## src/rtl/regfile_spi_dump.sv

```systemverilog
// regfile_spi_dump
//   SPI-master (mode 0, MSB first) that walks a contiguous, possibly
//   wrapping, range of register-file entries through the file's second
//   read port and shifts each word out on mosi. All words of one dump go
//   out inside a single ss_n frame.
//
// Ports
//   clk        system clock, rising edge
//   reset      asynchronous, active-high
//   start      one-cycle dump request, accepted only when idle
//   first_sel  first register index (sampled with start)
//   last_sel   last register index, inclusive (sampled with start)
//   r_data     combinational read data from the register file
//   r_sel      registered read select to the register file
//   sclk       SPI clock, idle low
//   mosi       serial data out
//   ss_n       slave select, active low
//   busy       high while a dump is in progress
//   done       one-cycle pulse when the last word has finished
module regfile_spi_dump #(
  parameter int NUM_BITS     = 17,
  parameter int NUM_SEL_BITS = 4,
  parameter int CLK_DIV      = 4
) (
  input  logic                           clk,
  input  logic                           reset,
  input  logic                           start,
  input  logic        [NUM_SEL_BITS-1:0] first_sel,
  input  logic        [NUM_SEL_BITS-1:0] last_sel,
  input  logic signed [NUM_BITS-1:0]     r_data,
  output logic        [NUM_SEL_BITS-1:0] r_sel,
  output logic                           sclk,
  output logic                           mosi,
  output logic                           ss_n,
  output logic                           busy,
  output logic                           done
);

  localparam int DIV_W = (CLK_DIV > 1) ? $clog2(CLK_DIV) : 1;
  localparam int CNT_W = $clog2(NUM_BITS + 1);
  localparam logic [DIV_W-1:0] DIV_LAST = DIV_W'(CLK_DIV - 1);

  generate
    if (CLK_DIV < 1) begin : g_bad_div
      $error("regfile_spi_dump: CLK_DIV must be 1 or more");
    end
  endgenerate

  typedef enum logic [1:0] {
    S_IDLE,
    S_LOAD,
    S_SHIFT,
    S_FINISH
  } state_t;

  state_t                  r_state,   w_state;
  logic [NUM_SEL_BITS-1:0] r_cur,     w_cur;
  logic [NUM_SEL_BITS-1:0] r_last,    w_last;
  logic [NUM_BITS-1:0]     r_shreg,   w_shreg;
  logic [CNT_W-1:0]        r_bit_cnt, w_bit_cnt;
  logic [DIV_W-1:0]        r_div,     w_div;
  logic                    r_sclk,    w_sclk;
  logic                    r_ss_n,    w_ss_n;
  logic                    r_busy,    w_busy;
  logic                    r_done,    w_done;
  logic                    w_half_end;

  // Last clk cycle of the current sclk half-period.
  assign w_half_end = (r_div == DIV_LAST);

  always_ff @(posedge clk or posedge reset) begin
    if (reset) begin
      r_state   <= S_IDLE;
      r_cur     <= '0;
      r_last    <= '0;
      r_shreg   <= '0;
      r_bit_cnt <= '0;
      r_div     <= '0;
      r_sclk    <= 1'b0;
      r_ss_n    <= 1'b1;
      r_busy    <= 1'b0;
      r_done    <= 1'b0;
    end else begin
      r_state   <= w_state;
      r_cur     <= w_cur;
      r_last    <= w_last;
      r_shreg   <= w_shreg;
      r_bit_cnt <= w_bit_cnt;
      r_div     <= w_div;
      r_sclk    <= w_sclk;
      r_ss_n    <= w_ss_n;
      r_busy    <= w_busy;
      r_done    <= w_done;
    end
  end

  always_comb begin
    w_state   = r_state;
    w_cur     = r_cur;
    w_last    = r_last;
    w_shreg   = r_shreg;
    w_bit_cnt = r_bit_cnt;
    w_div     = r_div;
    w_sclk    = r_sclk;
    w_ss_n    = r_ss_n;
    w_busy    = r_busy;
    w_done    = 1'b0;

    unique case (r_state)
      S_IDLE: begin
        if (start) begin
          w_state = S_LOAD;
          w_cur   = first_sel;
          w_last  = last_sel;
          w_ss_n  = 1'b0;
          w_busy  = 1'b1;
        end
      end

      // r_sel has been stable since the previous edge, so r_data is
      // valid now; this cycle is the word's snapshot point.
      S_LOAD: begin
        w_shreg   = r_data;
        w_bit_cnt = CNT_W'(NUM_BITS);
        w_div     = '0;
        w_sclk    = 1'b0;
        w_state   = S_SHIFT;
      end

      S_SHIFT: begin
        if (!w_half_end) begin
          w_div = r_div + 1'b1;
        end else begin
          w_div = '0;
          if (!r_sclk) begin
            w_sclk = 1'b1;
          end else begin
            // Falling edge: next bit onto mosi while sclk goes low.
            // Zeros shift in, so after a full word mosi rests at 0
            // through LOAD and FINISH without a separate mosi flop.
            w_sclk    = 1'b0;
            w_shreg   = {r_shreg[NUM_BITS-2:0], 1'b0};
            w_bit_cnt = r_bit_cnt - 1'b1;
            if (r_bit_cnt == CNT_W'(1)) begin
              if (r_cur == r_last) begin
                w_state = S_FINISH;
                w_ss_n  = 1'b1;
                w_busy  = 1'b0;
                w_done  = 1'b1;
              end else begin
                // Natural wrap past the top register.
                w_cur   = r_cur + 1'b1;
                w_state = S_LOAD;
              end
            end
          end
        end
      end

      // start is deliberately not looked at here.
      S_FINISH: w_state = S_IDLE;

      default: w_state = S_IDLE;
    endcase
  end

  assign r_sel = r_cur;
  assign sclk  = r_sclk;
  assign mosi  = r_shreg[NUM_BITS-1];
  assign ss_n  = r_ss_n;
  assign busy  = r_busy;
  assign done  = r_done;

endmodule

```

## config.mk

```make
export PLATFORM = sky130hd
export DESIGN_NAME = regfile_spi_dump
export DESIGN_NICKNAME = d
export VERILOG_FILES = /design/src/rtl/regfile_spi_dump.sv
export SDC_FILE = /design/constraint.sdc
export NUM_CORES = 1
export LEC_CHECK = 0
export ABC_CLOCK_PERIOD_IN_PS = 1400
export BUFFER_PORTS_ARGS = -buffer_cell sky130_fd_sc_hd__buf_4
export CAP_MARGIN = 10
export CELL_PAD_IN_SITES_DETAIL_PLACEMENT = 0
export CELL_PAD_IN_SITES_GLOBAL_PLACEMENT = 1
export CORE_MARGIN = 4
export CORE_UTILIZATION = 37
export DETAILED_ROUTE_END_ITERATION = 7
export GPL_ROUTABILITY_DRIVEN = 1
export PLACE_DENSITY = 0.71
export SETUP_SLACK_MARGIN = 0.02
export SLEW_MARGIN = 10
export SYNTH_ARGS = -nofsm -noshare
export SYNTH_HDL_FRONTEND = slang
export SYNTH_SLANG_ARGS = --single-unit
```

## constraint.sdc

```tcl
create_clock -name clk -period 1.4 [get_ports clk]
set_input_delay 0.28 -clock clk [delete_from_list [all_inputs] [get_ports clk]]
set_output_delay 0.28 -clock clk [all_outputs]
set_load 0.02 [all_outputs]
```

==> results of run 1 <==
-- cell families after synthesis --
kind of cell               share of synthesized area [%]
AOI/OAI and AO/OA                                   12.5
xor gates and xnor gates                            4.17
adders and majority gates                           5.30
buffers and inverters                               4.30
DFF                                                 50.4
muxes                                               4.57
and+or+nand+nor                                     18.8
-- sequential cells by signal, summed over array words and instances, names as in the netlist --
signal / flops
busy: 1
done: 1
r_bit_cnt: 5
r_div: 2
r_last: 4
r_sel: 4
r_shreg: 17
r_state: 2
sclk: 1
ss_n: 1
-- synth_stat cells (all sizes together) --
cell type	instances	area [sq um]
nor2	40	150
dfrtp	37	926
o22ai	19	119
nand2	11	43.8
a21oi	9	45.0
inv	9	33.8
ha	8	100
nand3	8	45.0
xor2	6	52.6
buf	5	36.3
mux2	5	56.3
o21ai	5	25.0
nand2b	4	25.0
and3	3	21.3
clkbuf	3	11.3
mux2i	3	30.0
nor3	3	15.0
xnor2	3	26.3
a31oi	2	12.5
nor2b	2	12.5
nor4	2	27.5
a211oi	1	7.51
dfstp	1	26.3
nor4b	1	15.0
o21a	1	7.51
o22a	1	8.76
o32a	1	10.0
-- worst paths after layout --
check	startpoint	end	slack, ns	depth (start not counted)
max	r_bit_cnt[1]	r_sel[3]	-0.17	7
min	reset	r_shreg[13]	0.04	3
max reg2reg	r_bit_cnt[1]	r_sel[3]	-0.17	7
min reg2reg	ss_n	ss_n	0.49	2
max in group asynchronous	reset	ss_n	1.11	3
min in group clk	r_data[0]	r_shreg[0]	0.19	3
-- layout make-up --
type / count / area, sq um
sequential: 38 / 955
clock inverter: 1 / 30.0
multi-input combinational: 138 / 1010
clock buffer: 7 / 76.3
tap: 67 / 83.8
timing repair buffer: 70 / 566
inverter: 9 / 33.8
fill: 418 / 2090
-- per-stage QoR --
stage / setup WS, ns / std cells
after global routing: -0.315 / 330
after detailed placement: -0.188 / 319
after CTS: -0.145 / 329
after global placement: -0.152 / 319
after floorplan: -0.103 / 193
final: -0.173 / 330
-- repair_timing --
action                                  in CTS  in global routing
setup buffers                                3                  2
resized for setup                           20                  6
pin swaps                                    8                  7
endpoints found under the setup margin      29                 31
-- worst max-delay path: stages, from the launching register on --
cell and delay [ns]:
dfrtp_1 0.40, inv_2 0.08, ha_4 0.12, nor4b_4 0.25, nand3_4 0.17, nor3_4 0.16
mux2i_1 0.20, a21oi_1 0.08
-- layer usage --
metal,GRT usage [%],up-vias,wire (microns)
met5,0,-,0
met4,3.09,0,27
met3,4.06,4,184
li1,-,804,-
met2,26.2,30,2310
met1,16.2,760,1790
-- power breakdown --
part           leakage (nW)  internal [W]  switching [W]  total (W)
logic                 0.752       0.00128        0.00135    0.00263
registers             0.434       0.00154       0.000272    0.00181
clock network        0.0524      0.000533       0.000378   0.000911
total                  1.24       0.00336        0.00200    0.00536
==> run_results.csv, run 1 <==
group,metric,value,unit
final_layout,final_cell_mix,"buf_4 (64), nor2_1 (39), dfrtp_1 (35)",
timing,rsz0062_at_grt,"yes",
timing,max_slew_margin,81.0,%
timing,hold_violations,0,
run_status,violations,"negative setup slack",
floorplanning,die_w,79.5,microns
grt,overflow,0,
final_layout,n_antenna_cell,0,
placed_design,port_buffers,36,
clock_tree,tritoncts,"yes",
detailed_routing,first_pass_iters,4,
clock_tree,clk_pin_slew,0.08,ns
detailed_routing,avgRoutedWirePerCell,13.1,microns
grt,grt_pass1_vias,1613,
detailed_routing,drt_iter0_markers,61,
grt,grtUsageTotal,14.3,%
timing,worstMarginPinSlew,0.283,ns
clock_tree,cts_sinks,38,
final_layout,final_net_count,298,
detailed_routing,postRouteAntennaNets,0,
final_layout,post-route-util,56.9,%
floorplanning,start_util,39.0,%
final_layout,final_common_cell,"buf_4",
power_and_ir_drop,powerDensity,1940,nW/um^2
job,cap_violations,0,
timing,fin_ws,-0.173,ns
power_and_ir_drop,leakage,1.24,nW
worst_setup_path,end_kind,"flop",
timing,fin_crit_sh,112,%
timing,finalMaxSlewViolations,0,
worst_setup_path,arrival,1.75,ns
clock_tree,cts_max_level,2,
clock_tree,cts-root-buf,"clkbuf_8",
floorplanning,io_pins,37,
final_layout,area_delta_synth_final,46.0,%
floorplanning,rows,25,
worst_hold_path,hold_path.class,"primary input to asynchronous set/reset pin",
worst_setup_path,crit_type,"flop to flop",
timing,fmax,636,MHz
synthesis,ys_ff_latch,38,
detailed_routing,drc_errors,0,
timing,fin_hold_ws,0.0435,ns
final_layout,drive_gt1_share,42.2,%
detailed_routing,totalWireLength,4.32,mm
worst_setup_path,critPathRequiredTime,1.57,ns
run_status,status,"complete, but fails checks",
synthesis,synth.distinct_cells,33,
synthesis,syn_area,1890,sq um
final_layout,design_area,2760,sq um
floorplanning,die_h,79.5,microns
clock_tree,cts_inserted_buffers,5,
grt,antenna_found_initial,0,
synthesis,ys_warn_count,0,
power_and_ir_drop,ir_worst_vdd,0.00108,V
synthesis,synth_cells,193,
floorplanning,core-area,4850,sq um
detailed_routing,vias,1598,
clock_tree,clk-insertion-delay-late,0.29,ns
floorplanning,die-area,6310,sq um
clock_tree,hold_buffers,0,
timing,finalSetupTns,-2.27,ns
worst_setup_path,cp_max_fo,4,
grt,grt_pass1_wl,7.11,mm
placed_design,place_congestion,0.765,
detailed_routing,via_per_inst,4.84,
placed_design,place_area,2500,sq um
placed_design,dp.final_hpwl,2.97,mm
synthesis,syn_nets,229,
synthesis,ys_seq_area_share,50.4,%
timing,setup_viol,28,
worst_setup_path,cp-start-kind,"flop",
power_and_ir_drop,finalPower,0.00536,W
grt,grt_max_degree,39,
synthesis,syn_area_per_cell,9.79,sq um
clock_tree,clock_tree.buffer_depth,2,
timing,post-route-min-period,1.57,ns
timing,fin_skew,0.00629,ns
No activity file was read; power rests on OpenSTA's default activity.
==> inputs of run 2 (changes only) <==
--- a/config.mk
+++ b/config.mk
@@ -15,7 +15,7 @@
 export DETAILED_ROUTE_END_ITERATION = 7
 export GPL_ROUTABILITY_DRIVEN = 1
 export PLACE_DENSITY = 0.71
-export SETUP_SLACK_MARGIN = 0.02
+export SETUP_SLACK_MARGIN = 0.15
 export SLEW_MARGIN = 10
 export SYNTH_ARGS = -nofsm -noshare
 export SYNTH_HDL_FRONTEND = slang
==> run 2 against run 1 <==
The flow still finishes with violations (negative setup slack). Clock power decreased by 12%. Clock skew increased by 0.0019 ns. Largest cell class unchanged. Global-route usage increased by 2.0 points. Critical endpoint is now busy. Critical path depth increased by 1. Cell count increased by 4.2%. Die area unchanged. Power increased by 23%. Routed wire length increased by 18%. Critical path type unchanged. Sequential share of layout area decreased by 5.3 points. First-iteration DRC count increased by 33%. Non-clock buffer count increased by 12.
==> run_results.csv, run 2 (synthesis results as in run 1) <==
group,metric,value,unit
clock_tree,cts_sinks,38,
grt,antenna_found_initial,0,
worst_setup_path,crit-reg2reg-launch,"r_bit_cnt[1]",
final_layout,largestRegisters,"r_shreg x17, r_bit_cnt x5",
final_layout,top_register,"r_shreg",
run_status,status,"complete, but fails checks",
floorplanning,start_util,39.0,%
run_status,violations,"negative setup slack",
timing,fin_skew,0.00818,ns
detailed_routing,route.met3.wl,248,microns
final_layout,largest_reg_flops,17,
timing,fmax,628,MHz
detailed_routing,postRouteAntennaNets,0,
clock_tree,clk_pin_slew,0.08,ns
clock_tree,cts-root-buf,"clkbuf_8",
job,cap_violations,0,
clock_tree,clk-insertion-delay-late,0.29,ns
clock_tree,cts_inserted_buffers,5,
floorplanning,io_pins,37,
worst_setup_path,critPathRequiredTime,1.59,ns
detailed_routing,dr.max_layer_used,"met4",
placed_design,place_ws,-0.230,ns
final_layout,drive_gt1_share,60.3,%
power_and_ir_drop,finalPower,0.00657,W
grt,grt_pass1_wl,7.74,mm
power_and_ir_drop,sw_frac_of_total,39.1,%
final_layout,final_common_cell,"buf_4",
detailed_routing,drt_iter0_markers,81,
power_and_ir_drop,ir_worst_vdd,0.00124,V
power_and_ir_drop,powerDensity,2010,nW/um^2
timing,worstMarginPinSlew,0.272,ns
worst_setup_path,cp_max_fo,4,
grt,grtUsageTotal,16.2,%
detailed_routing,avgRoutedWirePerCell,14.8,microns
worst_hold_path,hold_path.class,"primary input to asynchronous set/reset pin",
detailed_routing,met1_length,2.10,mm
worst_setup_path,r2r-end,"busy",
detailed_routing,drc_errors,0,
detailed_routing,via_per_inst,4.94,
worst_setup_path,crit_type,"flop to flop",
power_and_ir_drop,leakage,1.40,nW
floorplanning,core-area,4850,sq um
detailed_routing,first_pass_iters,4,
timing,max_slew_margin,81.8,%
final_layout,n_antenna_cell,0,
timing,hold_violations,0,
worst_setup_path,setup.worst_path.start,"r_bit_cnt[1]",
final_layout,final_cell_mix,"buf_4 (56), dfrtp_1 (33), nor2_1 (30)",
worst_setup_path,end_kind,"flop",
timing,post-route-min-period,1.59,ns
power_and_ir_drop,p_comb_share,58.4,%
detailed_routing,met2_wirelength,2.60,mm
timing,finalMaxSlewViolations,0,
clock_tree,clock_tree.buffer_depth,2,
floorplanning,die-area,6310,sq um
timing,setup_viol,29,
clock_tree,hold_buffers,0,
placed_design,port_buffers,36,
power_and_ir_drop,switchingPower,0.00257,W
worst_setup_path,cp-start-kind,"flop",
timing,fin_ws,-0.193,ns
grt,overflow,0,
worst_setup_path,arrival,1.78,ns
clock_tree,tritoncts,"yes",
worst_setup_path,rr_worst_depth,8,
clock_tree,cts_max_level,2,
power_and_ir_drop,p_seq_share,29.5,%
worst_setup_path,r2r_slack,-0.19,ns
detailed_routing,totalWireLength,5.07,mm
grt,grt_pass1_vias,1631,
placed_design,dp.final_hpwl,3.07,mm
detailed_routing,vias,1700,
floorplanning,die_h,79.5,microns
final_layout,final_net_count,312,
timing,fin_crit_sh,114,%
final_layout,area_delta_synth_final,72.8,%
power_and_ir_drop,clock_power_share,12.2,%
timing,rsz0062_at_grt,"yes",
power_and_ir_drop,intPower,0.00400,W
floorplanning,rows,25,
grt,grt_max_degree,39,
floorplanning,die_w,79.5,microns
placed_design,place_congestion,0.787,
## run 2: cell types whose count changed in the layout (fill, tap and decap cells not counted), moves of 7 or more
| cell | before | now |
|---|---|---|
| buf_6 | 4 | 20 |
| o22ai_1 | 19 | 3 |
| o22ai_2 | 0 | 13 |
| nor2_1 | 39 | 30 |
| nor2_2 | 0 | 7 |
| buf_4 | 64 | 56 |
## run 2: worst max-delay path by stage
stage,to,depth (start not counted)
global placement,r_bit_cnt[4],7
CTS,r_sel[3],7
floorplan,r_sel[2],8
finish,busy,8
detailed placement,r_bit_cnt[4],7
global route,r_state[1],8
## run 2: power by group through the flow
stage	registers, W	logic (W)	clock network [W]
floorplan	0.00193	0.00152	0
global placement	0.00183	0.00238	0
detailed placement	0.00183	0.00241	0
CTS	0.00184	0.00302	0.000836
global route	0.00199	0.00415	0.000889
finish	0.00193	0.00383	0.000798
## run 2: metrics by stage
step / cell area (sq um) / hold WS [ns] / cells / util [%] / TNS [ns]
6_report: 3260 / 0.0351 / 344 / 67.3 / -2.46
5_1_grt: 3260 / 0.0489 / 344 / 67.3 / -4.36
4_1_cts: 2830 / 0.0313 / 330 / 58.3 / -1.42
3_5_place_dp: 2470 / 0.359 / 315 / 51.0 / -5.14
3_3_place_gp: 2470 / 0.359 / 315 / 51.0 / -4.30
2_1_floorplan: 1950 / 0.385 / 193 / - / -1.02
## run 2: repair_timing
action,4_1_cts,5_1_grt
gates resized for setup,41,61
cloned,3,2
setup endpoints to repair,40,43
buffers inserted,4,12
pin swaps,10,45
## run 2: layout make-up
class | count | area, sq um
timing repair buffer | 82 | 786
inverter | 9 | 33.8
multi-input combinational | 140 | 1310
clock buffer | 6 | 82.6
fill | 386 | 1580
clock inverter | 2 | 12.5
sequential | 38 | 957
tap | 67 | 83.8
## run 2: worst max-delay path, cell delays in order (launching register included)
cell and delay [ns]:
dfrtp_1 0.39, inv_2 0.08, ha_4 0.12, nor4b_4 0.25, nand3_4 0.15, a21oi_2 0.19
buf_4 0.13, nand3_2 0.07, o21a_1 0.12
## run 2: layer usage
layer / vias to the layer above / GRT usage (%)
li1: 838 / -
met3: 12 / 4.18
met4: 0 / 6.70
met5: - / 0
met1: 812 / 19.8
met2: 38 / 27.0
==> inputs of run 3 (changes only) <==
--- a/config.mk
+++ b/config.mk
@@ -11,10 +11,11 @@
 export CELL_PAD_IN_SITES_DETAIL_PLACEMENT = 0
 export CELL_PAD_IN_SITES_GLOBAL_PLACEMENT = 1
 export CORE_MARGIN = 4
-export CORE_UTILIZATION = 37
+export CORE_UTILIZATION = 39
+export CTS_BUF_LIST = sky130_fd_sc_hd__clkbuf_4 sky130_fd_sc_hd__clkbuf_8
 export DETAILED_ROUTE_END_ITERATION = 7
 export GPL_ROUTABILITY_DRIVEN = 1
-export PLACE_DENSITY = 0.71
+export PLACE_DENSITY = 0.74
 export SETUP_SLACK_MARGIN = 0.15
 export SLEW_MARGIN = 10
 export SYNTH_ARGS = -nofsm -noshare
==> run 3 against run 2 <==
The flow still finishes with violations (negative setup slack). Critical path depth down 1. Clock skew down 0.0036 ns. Via count up 0.47%. Sequential power down 4%. Global-route usage up 0.48 points. First-iteration DRC count down 28%. Die area down 4.6%. Routed wire length down 1.3%. Largest power group unchanged.
==> run_results.csv, run 3 (synthesis results as in run 1) <==
group,metric,value,unit
run_status,status,"complete, but fails checks",
run_status,violations,"negative setup slack",
placed_design,port_buffers,36,
grt,grt_max_degree,39,
timing,fin_ws,-0.207,ns
floorplanning,core-area,4720,sq um
power_and_ir_drop,finalPower,0.00605,W
power_and_ir_drop,leakage,1.39,nW
timing,post-route-min-period,1.61,ns
clock_tree,cts_max_level,2,
floorplanning,die-area,6020,sq um
final_layout,largestRegisters,"r_shreg x17, r_bit_cnt x5",
floorplanning,die_h,77.6,microns
detailed_routing,totalWireLength,5.01,mm
floorplanning,io_pins,37,
worst_setup_path,r2r-end,"r_sel[3]",
timing,worstMarginPinSlew,0.301,ns
floorplanning,die_w,77.6,microns
detailed_routing,postRouteAntennaNets,0,
power_and_ir_drop,intPower,0.00369,W
power_and_ir_drop,sw_frac_of_total,39.1,%
timing,fmax,622,MHz
timing,hold_violations,0,
power_and_ir_drop,clock_power_share,13.4,%
detailed_routing,vias,1708,
power_and_ir_drop,ir_worst_vdd,0.00135,V
grt,grt_pass1_wl,8.02,mm
final_layout,area_delta_synth_final,67.8,%
detailed_routing,drc_errors,0,
worst_setup_path,rr_worst_depth,7,
final_layout,final_common_cell,"buf_4",
final_layout,largest_reg_flops,17,
worst_setup_path,end_kind,"flop",
final_layout,final_net_count,314,
timing,finalMaxSlewViolations,0,
grt,overflow,0,
final_layout,stdcell_count,346,
worst_setup_path,cp-start-kind,"flop",
worst_setup_path,arrival,1.79,ns
timing,rsz0062_at_grt,"yes",
power_and_ir_drop,switchingPower,0.00237,W
grt,antenna_found_initial,0,
power_and_ir_drop,p_seq_share,30.8,%
detailed_routing,via_per_inst,4.94,
timing,fin_crit_sh,115,%
clock_tree,clk-insertion-delay-late,0.29,ns
clock_tree,cts-root-buf,"clkbuf_8",
worst_setup_path,cp_max_fo,4,
worst_setup_path,critPathRequiredTime,1.58,ns
worst_setup_path,r2r_slack,-0.21,ns
grt,grt_pass1_vias,1780,
clock_tree,clk_pin_slew,0.08,ns
worst_hold_path,hold_path.class,"primary input to asynchronous set/reset pin",
placed_design,place_congestion,0.753,
timing,setup_viol,29,
final_layout,final_cell_mix,"buf_4 (56), nor2_1 (38), dfrtp_1 (34)",
timing,max_slew_margin,79.9,%
floorplanning,start_util,40.0,%
final_layout,n_antenna_cell,0,
detailed_routing,first_pass_iters,4,
final_layout,top_register,"r_shreg",
detailed_routing,avgRoutedWirePerCell,14.5,microns
placed_design,place_ws,-0.237,ns
clock_tree,clock_tree.buffer_depth,2,
power_and_ir_drop,powerDensity,1910,nW/um^2
placed_design,dp.final_hpwl,3.01,mm
clock_tree,cts_sinks,38,
timing,fin_skew,0.00455,ns
clock_tree,tritoncts,"yes",
worst_setup_path,crit_type,"flop to flop",
clock_tree,cts_inserted_buffers,5,
floorplanning,rows,25,
job,cap_violations,0,
detailed_routing,drt_iter0_markers,58,
placed_design,dp.cells,317,
power_and_ir_drop,p_comb_share,55.8,%
worst_setup_path,crit-reg2reg-launch,"r_bit_cnt[1]",
final_layout,drive_gt1_share,55.9,%
grt,grtUsageTotal,16.7,%
run 3: how the worst max path moves through the flow:
stage	start	endpoint	slack [ns]
6_report	r_bit_cnt[1]	r_sel[3]	-0.21
5_1_grt	r_bit_cnt[1]	r_sel[3]	-0.36
4_1_cts	r_bit_cnt[1]	r_sel[1]	-0.18
3_5_place_dp	r_state[0]	r_bit_cnt[0]	-0.24
3_3_place_gp	r_state[0]	r_bit_cnt[4]	-0.17
2_1_floorplan	r_state[0]	r_sel[2]	-0.10
run 3: what timing repair did:
item,in CTS,in global routing
setup endpoints to repair,41,42
hold endpoints to repair,0,0
gates resized for setup,40,53
setup buffers,6,10
pin swaps,5,30
hold buffers,0,0
gates cloned,3,2
run 3: through the flow:
stage          setup TNS [ns]  hold WS, ns  utilization (%)  instance area (sq um)
6_report                -3.13       0.0253             67.1                   3170
5_1_grt                 -5.65       0.0391             67.1                   3170
4_1_cts                 -1.10       0.0389             59.4                   2800
3_5_place_dp            -5.16        0.360             52.4                   2470
3_3_place_gp            -3.80        0.356             52.4                   2470
2_1_floorplan           -1.02        0.385                -                   1950
run 3: metal layers:
layer	global-route usage, %	vias up	wire length (microns)
met5	0	-	0
li1	-	834	-
met3	4.64	10	209
met4	6.76	0	113
met1	19.4	828	2060
met2	28.9	36	2620
run 3: power groups by stage:
stage	Clock [W]	Sequential [W]	Combinational (W)
2_1_floorplan	0	0.00193	0.00152
3_3_place_gp	0	0.00182	0.00235
3_5_place_dp	0	0.00183	0.00238
4_1_cts	0.000830	0.00183	0.00286
5_1_grt	0.000893	0.00191	0.00372
6_report	0.000813	0.00186	0.00338
run 3: worst max-delay path, stage by stage (launching register included):
cell	delay, ns
dfrtp_1	0.39
inv_2	0.08
ha_4	0.11
nor4b_4	0.25
nand3_4	0.17
nor3_4	0.20
mux2i_1	0.21
a21oi_1	0.09
run 3: area by class of cell:
class / instances / area [sq um]
sequential: 38 / 956
timing repair buffer: 85 / 773
fill: 355 / 1550
clock inverter: 2 / 12.5
multi-input combinational: 139 / 1230
tap: 67 / 83.8
clock buffer: 6 / 82.6
inverter: 9 / 33.8
